## config.mk

```make
export PLATFORM = sky130hd
export DESIGN_NAME = logic_operand_fetch_flat
export DESIGN_NICKNAME = d
export VERILOG_FILES = /design/src/rtl/logic_operand_fetch_if.sv /design/src/rtl/logic_operand_fetch.sv /design/src/flat_wrapper.sv
export SDC_FILE = /design/constraint.sdc
export NUM_CORES = 2
export LEC_CHECK = 0
export CAP_MARGIN = 20
export CORE_UTILIZATION = 35
export DETAILED_ROUTE_END_ITERATION = 16
export SETUP_SLACK_MARGIN = 0.5
export SYNTH_ARGS = -nofsm -noshare
export SYNTH_HDL_FRONTEND = slang
export SYNTH_SLANG_ARGS = --single-unit
```

## constraint.sdc

```tcl
create_clock -name clk -period 3.1 [get_ports clk]
set_clock_uncertainty 0.05 [all_clocks]
set_input_delay 0.465 -clock clk [delete_from_list [all_inputs] [get_ports clk]]
set_output_delay 0.465 -clock clk [all_outputs]
set_load 0.01 [all_outputs]
```

## src/rtl/logic_operand_fetch_if.sv

```systemverilog
// Issue, writeback and operand-bundle signals of the logic-unit operand fetch stage.
// The master drives issue/writeback/out_ready; the slave (fetch stage) drives the rest.
interface logic_operand_fetch_if;
  logic        in_valid;
  logic        in_ready;
  logic [2:0]  in_sel;
  logic [2:0]  in_rs1;
  logic [2:0]  in_rs2;
  logic [2:0]  in_rd;
  logic        wb_en;
  logic [2:0]  wb_addr;
  logic [63:0] wb_data;
  logic        out_valid;
  logic        out_ready;
  logic [63:0] out_a;
  logic [63:0] out_b;
  logic [2:0]  out_sel;
  logic [2:0]  out_rd;
  logic [15:0] stall_cnt;

  modport master (
    output in_valid, in_sel, in_rs1, in_rs2, in_rd,
    output wb_en, wb_addr, wb_data, out_ready,
    input  in_ready, out_valid, out_a, out_b, out_sel, out_rd, stall_cnt
  );

  modport slave (
    input  in_valid, in_sel, in_rs1, in_rs2, in_rd,
    input  wb_en, wb_addr, wb_data, out_ready,
    output in_ready, out_valid, out_a, out_b, out_sel, out_rd, stall_cnt
  );
endinterface

```

## src/rtl/logic_operand_fetch.sv

```systemverilog
// Operand fetch for the logic unit: 8x64 regfile, busy scoreboard, writeback bypass.
// Latency 1 cycle; a held bundle (out_ready=0) blocks new accepts, hazards drop in_ready.
module logic_operand_fetch (
  input logic                 clk,
  input logic                 rst_n,
  logic_operand_fetch_if.slave bus
);

  typedef struct packed {
    logic [63:0] a;
    logic [63:0] b;
    logic [2:0]  sel;
    logic [2:0]  rd;
  } bundle_t;

  logic [63:0] rf [8];
  logic [7:0]  busy;
  logic [7:0]  eff_busy;
  logic [7:0]  busy_nxt;
  logic        out_valid_q;
  bundle_t     out_q;
  bundle_t     bundle_d;
  logic [15:0] stall_q;
  logic        slot_free;
  logic        hazard;
  logic        accept;

  // A writeback landing this cycle already frees its index for issue.
  always_comb begin
    eff_busy = busy;
    if (bus.wb_en) eff_busy[bus.wb_addr] = 1'b0;
  end

  assign slot_free    = !out_valid_q || bus.out_ready;
  assign hazard       = eff_busy[bus.in_rs1] || eff_busy[bus.in_rs2] || eff_busy[bus.in_rd];
  assign bus.in_ready = slot_free && !hazard;
  assign accept       = bus.in_valid && bus.in_ready;

  always_comb begin
    bundle_d.a   = (bus.wb_en && bus.wb_addr == bus.in_rs1) ? bus.wb_data : rf[bus.in_rs1];
    bundle_d.b   = (bus.wb_en && bus.wb_addr == bus.in_rs2) ? bus.wb_data : rf[bus.in_rs2];
    bundle_d.sel = bus.in_sel;
    bundle_d.rd  = bus.in_rd;
  end

  // Set after clear so a same-cycle issue to the retiring index keeps it busy.
  always_comb begin
    busy_nxt = busy;
    if (bus.wb_en) busy_nxt[bus.wb_addr] = 1'b0;
    if (accept)    busy_nxt[bus.in_rd]   = 1'b1;
  end

  always_ff @(posedge clk or negedge rst_n) begin
    if (!rst_n) begin
      for (int i = 0; i < 8; i++) rf[i] <= '0;
    end else if (bus.wb_en) begin
      rf[bus.wb_addr] <= bus.wb_data;
    end
  end

  always_ff @(posedge clk or negedge rst_n) begin
    if (!rst_n) begin
      busy        <= '0;
      out_valid_q <= 1'b0;
      out_q       <= '0;
      stall_q     <= '0;
    end else begin
      busy <= busy_nxt;
      if (accept) begin
        out_valid_q <= 1'b1;
        out_q       <= bundle_d;
      end else if (bus.out_ready) begin
        out_valid_q <= 1'b0;
      end
      if (bus.in_valid && slot_free && hazard && stall_q != 16'hFFFF)
        stall_q <= stall_q + 16'd1;
    end
  end

  assign bus.out_valid = out_valid_q;
  assign bus.out_a     = out_q.a;
  assign bus.out_b     = out_q.b;
  assign bus.out_sel   = out_q.sel;
  assign bus.out_rd    = out_q.rd;
  assign bus.stall_cnt = stall_q;

endmodule

```

## src/flat_wrapper.sv

```systemverilog
// flat-port wrapper written by rule: the top's interface ports become plain ports
module logic_operand_fetch_flat 
  (clk, rst_n, bus_in_valid, bus_in_sel, bus_in_rs1, bus_in_rs2, bus_in_rd, bus_wb_en, bus_wb_addr, bus_wb_data, bus_out_ready, bus_in_ready, bus_out_valid, bus_out_a, bus_out_b, bus_out_sel, bus_out_rd, bus_stall_cnt);
  logic_operand_fetch_if bus_i ();
  input logic clk;
  input logic rst_n;
  input wire logic [$bits(bus_i.in_valid)-1:0] bus_in_valid;
  input wire logic [$bits(bus_i.in_sel)-1:0] bus_in_sel;
  input wire logic [$bits(bus_i.in_rs1)-1:0] bus_in_rs1;
  input wire logic [$bits(bus_i.in_rs2)-1:0] bus_in_rs2;
  input wire logic [$bits(bus_i.in_rd)-1:0] bus_in_rd;
  input wire logic [$bits(bus_i.wb_en)-1:0] bus_wb_en;
  input wire logic [$bits(bus_i.wb_addr)-1:0] bus_wb_addr;
  input wire logic [$bits(bus_i.wb_data)-1:0] bus_wb_data;
  input wire logic [$bits(bus_i.out_ready)-1:0] bus_out_ready;
  output wire logic [$bits(bus_i.in_ready)-1:0] bus_in_ready;
  output wire logic [$bits(bus_i.out_valid)-1:0] bus_out_valid;
  output wire logic [$bits(bus_i.out_a)-1:0] bus_out_a;
  output wire logic [$bits(bus_i.out_b)-1:0] bus_out_b;
  output wire logic [$bits(bus_i.out_sel)-1:0] bus_out_sel;
  output wire logic [$bits(bus_i.out_rd)-1:0] bus_out_rd;
  output wire logic [$bits(bus_i.stall_cnt)-1:0] bus_stall_cnt;
  assign bus_i.in_valid = bus_in_valid;
  assign bus_i.in_sel = bus_in_sel;
  assign bus_i.in_rs1 = bus_in_rs1;
  assign bus_i.in_rs2 = bus_in_rs2;
  assign bus_i.in_rd = bus_in_rd;
  assign bus_i.wb_en = bus_wb_en;
  assign bus_i.wb_addr = bus_wb_addr;
  assign bus_i.wb_data = bus_wb_data;
  assign bus_i.out_ready = bus_out_ready;
  assign bus_in_ready = bus_i.in_ready;
  assign bus_out_valid = bus_i.out_valid;
  assign bus_out_a = bus_i.out_a;
  assign bus_out_b = bus_i.out_b;
  assign bus_out_sel = bus_i.out_sel;
  assign bus_out_rd = bus_i.out_rd;
  assign bus_stall_cnt = bus_i.stall_cnt;
  logic_operand_fetch u_core (.clk(clk), .rst_n(rst_n), .bus(bus_i));
endmodule
```

# [After elaboration in Yosys (flattened, before gate mapping)]
# Cells that the tools add are included.
[totals] register_bits=671 inputBits=84 out_inout_bits=152 elab_cells=76
[op_classes] addsub=1 order_cmp=10 n_eq_ne=3 mux=25 bitwise=6 n_reduce_logical=16
[ops] op="$bwmux 512" count=1
[ops] op="$mux 64" count=7
[ops] op="$bmux 64 s3" count=2
[ops] op="$demux 64 s3" count=1
[ops] op="$add 16x1->16 const B" count=1
[ops] op="$lt 3x4->1 const B" count=4
[ops] op="$mux 8" count=2
[ops] op="$ne 16x16->1 const B" count=1
[ops] op="$ge 4x4->1 const B" count=3
[ops] op="$not 3->4" count=3
[ops] op="$logic_and 1x1->1" count=10
[ops] op="$bmux 1 s3" count=3
[ops] op="$and 8x8->8" count=1
[ops] op="$not 8->8" count=1
[ops] op="$or 8x8->8" count=1
[ops] op="$mux 1" count=7
[ops] op="$demux 1 s3" count=2
[ops] op="$eq 3x3->1" count=2
[ops] op="$ge 3x1->1 const B" count=2
[ops] op="$lt 4x1->1 const B" count=1
[ops] op="$logic_or 1x1->1" count=3
[ops] op="$logic_not 1->1" count=2
[ops] op="$reduce_bool 2->1" count=1

# [Logic depth before layout (Yosys ltp)]
[depth] word_depth=15 depth_mapped=12 depth_no_buf=7

# [Least setup slack after synthesis]
# No wires, ideal clock.
[synth_timing] kind="input port to flip-flop" start="input port bus_wb_addr[2]" end="register u_core.out_q (netlist bit u_core.bus.out_rd[1])" setup_ps=125 t_arrival_ps=2630 required_time_ps=2925 path_slack_ps=295 cell_stages=10 path_buffers=4 path_cell_list="buf_2 nor4b_2 or2b_2 mux2i_1 o311a_1 or4b_1 buf_2 buf_6 buf_6 mux2_4"
[synth_between] elab_chain_cells=14 elab_cells_between_ends=19 cone_classes="order compare (2); mux (9); bitwise (2); reduce/logical (6)"
[synth_lines] item="start, declared" line="flat_wrapper.sv:13" source="input wire logic [$bits(bus_i.wb_addr)-1:0] bus_wb_addr;"
[synth_lines] item="$lt 3x4->1 (not written as such) / $ge 3x1->1 (equally long branches)" line="logic_operand_fetch.sv:31" source="if (bus.wb_en) eff_busy[bus.wb_addr] = 1'b0;"
[synth_lines] item="$logic_and 1x1->1 (not written as such)" line="logic_operand_fetch.sv:31"
[synth_lines] item="$mux 1 (not written as such)" line="logic_operand_fetch.sv:31"
[synth_lines] item="$demux 1 s3 (*)"
[synth_lines] item="$not 8->8 (no line) (*)"
[synth_lines] item="$and 8x8->8 (no line) (*)"
[synth_lines] item="$mux 8 (*)" line="logic_operand_fetch.sv:31"
[synth_lines] item="$bmux 1 s3" line="logic_operand_fetch.sv:35" source="assign hazard = eff_busy[bus.in_rs1] || eff_busy[bus.in_rs2] || eff_busy[bus.in_rd];"
[synth_lines] item="$mux 1 (not written as such)" line="logic_operand_fetch.sv:35"
[synth_lines] item="$logic_or 1x1->1" line="logic_operand_fetch.sv:35"
[synth_lines] item="$logic_or 1x1->1 (*)" line="logic_operand_fetch.sv:35"
[synth_lines] item="$logic_not 1->1 (*)" line="logic_operand_fetch.sv:36" source="assign bus.in_ready = slot_free && !hazard;"
[synth_lines] item="$logic_and 1x1->1 (*)" line="logic_operand_fetch.sv:36"
[synth_lines] item="$logic_and 1x1->1 (*)" line="logic_operand_fetch.sv:37" source="assign accept = bus.in_valid && bus.in_ready;"
[synth_lines] item="end signal, assigned" line="logic_operand_fetch.sv:71" source="out_q <= bundle_d;"
[synth_lines] item="end, declared" line="logic_operand_fetch.sv:21" source="bundle_t out_q;"
# Mark *: on every way between the ends. The rest lies on a longest branch, timed or not. The select of a mux whose other input is x is not followed.
# A chain may end at the register's enable or synchronous reset.

# [Final worst setup path]
[layout_timing] start="register u_core.busy[0]" end="output port bus_in_ready"
[layout_between] elab_chain_cells=8 elab_cells_between_ends=12 cone_classes="mux (7); bitwise (1); reduce/logical (4)"
[layout_lines] item="start, declared" line="logic_operand_fetch.sv:17" source="logic [7:0] busy;"
[layout_lines] item="start signal, assigned" line="logic_operand_fetch.sv:68" source="busy <= busy_nxt;"
[layout_lines] item="$and 8x8->8 (no line)"
[layout_lines] item="$mux 8 (*)" line="logic_operand_fetch.sv:31"
[layout_lines] item="$bmux 1 s3" line="logic_operand_fetch.sv:35"
[layout_lines] item="$mux 1 (not written as such)" line="logic_operand_fetch.sv:35"
[layout_lines] item="$logic_or 1x1->1" line="logic_operand_fetch.sv:35"
[layout_lines] item="$logic_or 1x1->1 (*)" line="logic_operand_fetch.sv:35"
[layout_lines] item="$logic_not 1->1 (*)" line="logic_operand_fetch.sv:36"
[layout_lines] item="$logic_and 1x1->1 (*)" line="logic_operand_fetch.sv:36"
[layout_lines] item="end, declared" line="flat_wrapper.sv:16" source="output wire logic [$bits(bus_i.in_ready)-1:0] bus_in_ready;"
# Marked as above.

==> qor.txt <==
Final Max Tran Viols = 0
Gr ovfl total = 0
Vias in the first global route = 24500
Initial Util = 35.3%
Routed Wire Length = 105000 um
Static leakage = 18.5 nW
Mean Syn Cell Area = 12.1 sq um
CP top delay family = multiplexers
Post-synth EDFFs = 0
Dpl ws = -0.862 ns
Count leader, synth = nand2_1
Core ar. = 0.0966 sq mm
FILL cells = 8752
Reg clk slew, reported paths = 0.06 ns
# rows = 114
TritonRoute pass-1 iters = 5
Routed via count = 23900
Worst path max stage delay = 0.48 ns
RePlAce Congestion = 0.804
Synth top area share = 49.2%
Worst hold margin = 0.344 ns
Synthesized net count = 2901
Data required time of the worst path = 2.58 ns
Layout cells sized above 1 = 34.7%
Class of the worst hold path = input port to async pin
Clock buffer depth = 3
Final hold violation count = 0
Routed len/inst = 23.9 um
H-tree Lvls = 3
Antenna violations before repair = 5
Die Wd = 314 um
Worst Path Buf+Inv = 2
Slack of the critical path = 0.176 ns
R2R setup slack = 0.20 ns
Buffers on Ports = 235
Top cells by count, synth = 724 x nand2_1, 671 x dfrtp_1, 386 x mux2_2
Max VDD drop = 0.000417 V
Crit-path max FO = 3
TritonCTS sink count = 671
Ports = 236
Setup Crit Path Kind = register to output pin
Global-route wire length before repair = 156000 um
Pwr Density = 754 mW/mm^2
Layout net count = 3125
Distinct cell type count after synthesis = 47
Area grow syn2layout = 24.6%
Synth area leader = dfrtp_1
Largest net degree at the start of global routing = 102
DP HPWL = 55500 um
Design area = 0.0425 sq mm
FF+latch count, synth = 671
Cell Chain, Critical Path = or2b_4 > buf_6 > mux4_2 > mux2i_4 > nor3_4 > and2_1 > buf_2
Skew-Pair Late Insertion Delay = 0.63 ns
Die ar. = 0.0987 sq mm
Worst-Margin Slew = 1.09 ns
CTS tree = done
ANT cells = 0
Crit-path slowest cell = mux4_2
Crit. End Element = output pin
Top post-synthesis cells by area = dfrtp_1 49%, mux4_2 17%, mux2_2 13%
RSZ-0062 raised after global routing = true
Max-cap viol count = 0
Fin crit share = 94.3%
Post-Syn Area = 0.0341 sq mm
Crit path DAT = 2.41 ns
Die H = 314 um
Drc violations = 0
Synth Flop Type = dfrtp_1
Yosys warns = 0
Final setup violation count = 0
Min Clock Period, post-route = 2.92 ns
Root Driver = clkbuf_16
DR iter-0 viols = 1708
Max Freq = 342 MHz
Post-Synthesis Cells = 2816
Sequential share of the synthesized area = 49.2%
DR vias/cell = 5.45
Tot GR Track Use = 21.1%
Critical Path Source Type = register
Area post-placement = 0.0380 sq mm
Antenna Violating Nets Remaining = 0
Outcome = finished, final reports clean
CTS Buf Count = 77
Worst rel slew slack = 27.1%
Ys async rst share = 100%
state kept, by name, summed over array words and instances, names as in the netlist:
| signal | cells |
|---|---|
| u_core.bus.out_sel | 3 |
| u_core.busy | 8 |
| u_core.bus.stall_cnt | 16 |
| u_core.bus.out_valid | 1 |
| u_core.bus.out_rd | 3 |
| u_core.bus.out_b | 64 |
| u_core.rf | 512 |
| u_core.bus.out_a | 64 |
repair_timing:
action                                  CTS  global route
endpoints found under the hold margin    37             0
cloned                                   24            12
resized for setup                        78           111
endpoints found under the setup margin  178           158
buffers inserted                         30            13
hold buffers                              1             0
pin swaps                                14            34
layer usage:
layer / up-vias / global-route usage, % / share of wire [%]
li1: 10500 / - / -
met1: 12600 / 28.7 / 44
met2: 651 / 33.7 / 47
met3: 142 / 4.22 / 6.3
met4: 10 / 6.69 / 2.6
met5: - / 0 / 0.050
metrics by stage:
step           util, %  instances  TNS (ns)  power (mW)
4_1_cts           43.2       4353         0        31.7
5_1_grt           44.0       4378         0        33.7
6_report          44.0       4378         0        32.0
2_1_floorplan        -       2816         0        17.5
3_5_place_dp      39.3       4157    -74.17        21.1
3_3_place_gp      39.3       4157    -67.03        20.9
layout by cell type, fill, tap and decap left out, drive strengths merged, types with 3 or more instances in the layout:
cell type / synthesis / routed
a32oi: 3 / 3
and3: 4 / 4
buf: 142 / 188
bufinv: 0 / 4
clkbuf: 139 / 130
clkdlybuf4s50: 0 / 223
clkinv: 0 / 11
clkinvlp: 0 / 4
dfrtp: 671 / 671
inv: 4 / 8
mux2: 390 / 390
mux2i: 67 / 67
mux4: 258 / 258
nand2: 724 / 724
nand2b: 3 / 3
nand3: 74 / 74
nand3b: 3 / 3
nand4: 4 / 4
nand4b: 3 / 3
nor2: 6 / 6
nor3: 4 / 4
nor4: 6 / 6
o21ai: 264 / 264
or2: 3 / 3
xnor2: 7 / 7
xor2: 12 / 12
cell families after synthesis:
| logic type | share of synthesized area (%) |
|---|---|
| AND/OR/NAND/NOR | 10.1 |
| multiplexers | 31.9 |
| flip-flops | 49.2 |
| buffers and inverters | 4.02 |
| AO/OA/AOI/OAI | 4.20 |
| XOR/XNOR | 0.488 |
| adder cells (fa/ha/maj) | 0.0367 |
final timing paths:
kind	startpoint	end	depth (start not counted)
min	rst_n	u_core.bus.out_b[53]	2
max reg2reg	u_core.busy[0]	u_core.bus.out_a[63]	14
max	u_core.busy[0]	bus_in_ready	7
max in group asynchronous	rst_n	u_core.bus.stall_cnt[4]	3
min in group clk	bus_in_sel[0]	u_core.bus.out_sel[0]	2
min reg2reg	u_core.bus.out_a[38]	u_core.bus.out_a[38]	2
cell type report:
cell class | count | area, sq um | area share (%)
clock inverters | 23 | 255 | 0.601
multi-input cells | 1861 | 16500 | 38.9
flip-flops and latches | 671 | 16800 | 39.5
inverters | 4 | 15.0 | 0.0353
well taps | 1276 | 1600 | 3.76
repair buffers | 425 | 4990 | 11.7
clock buffers | 118 | 2330 | 5.50
power by group:
part	total (mW)	internal, mW	switching [mW]
combinational	10.1	5.81	4.34
clock	9.28	5.54	3.74
sequential	12.6	11.0	1.56
No activity file was read; power rests on OpenSTA's default activity.
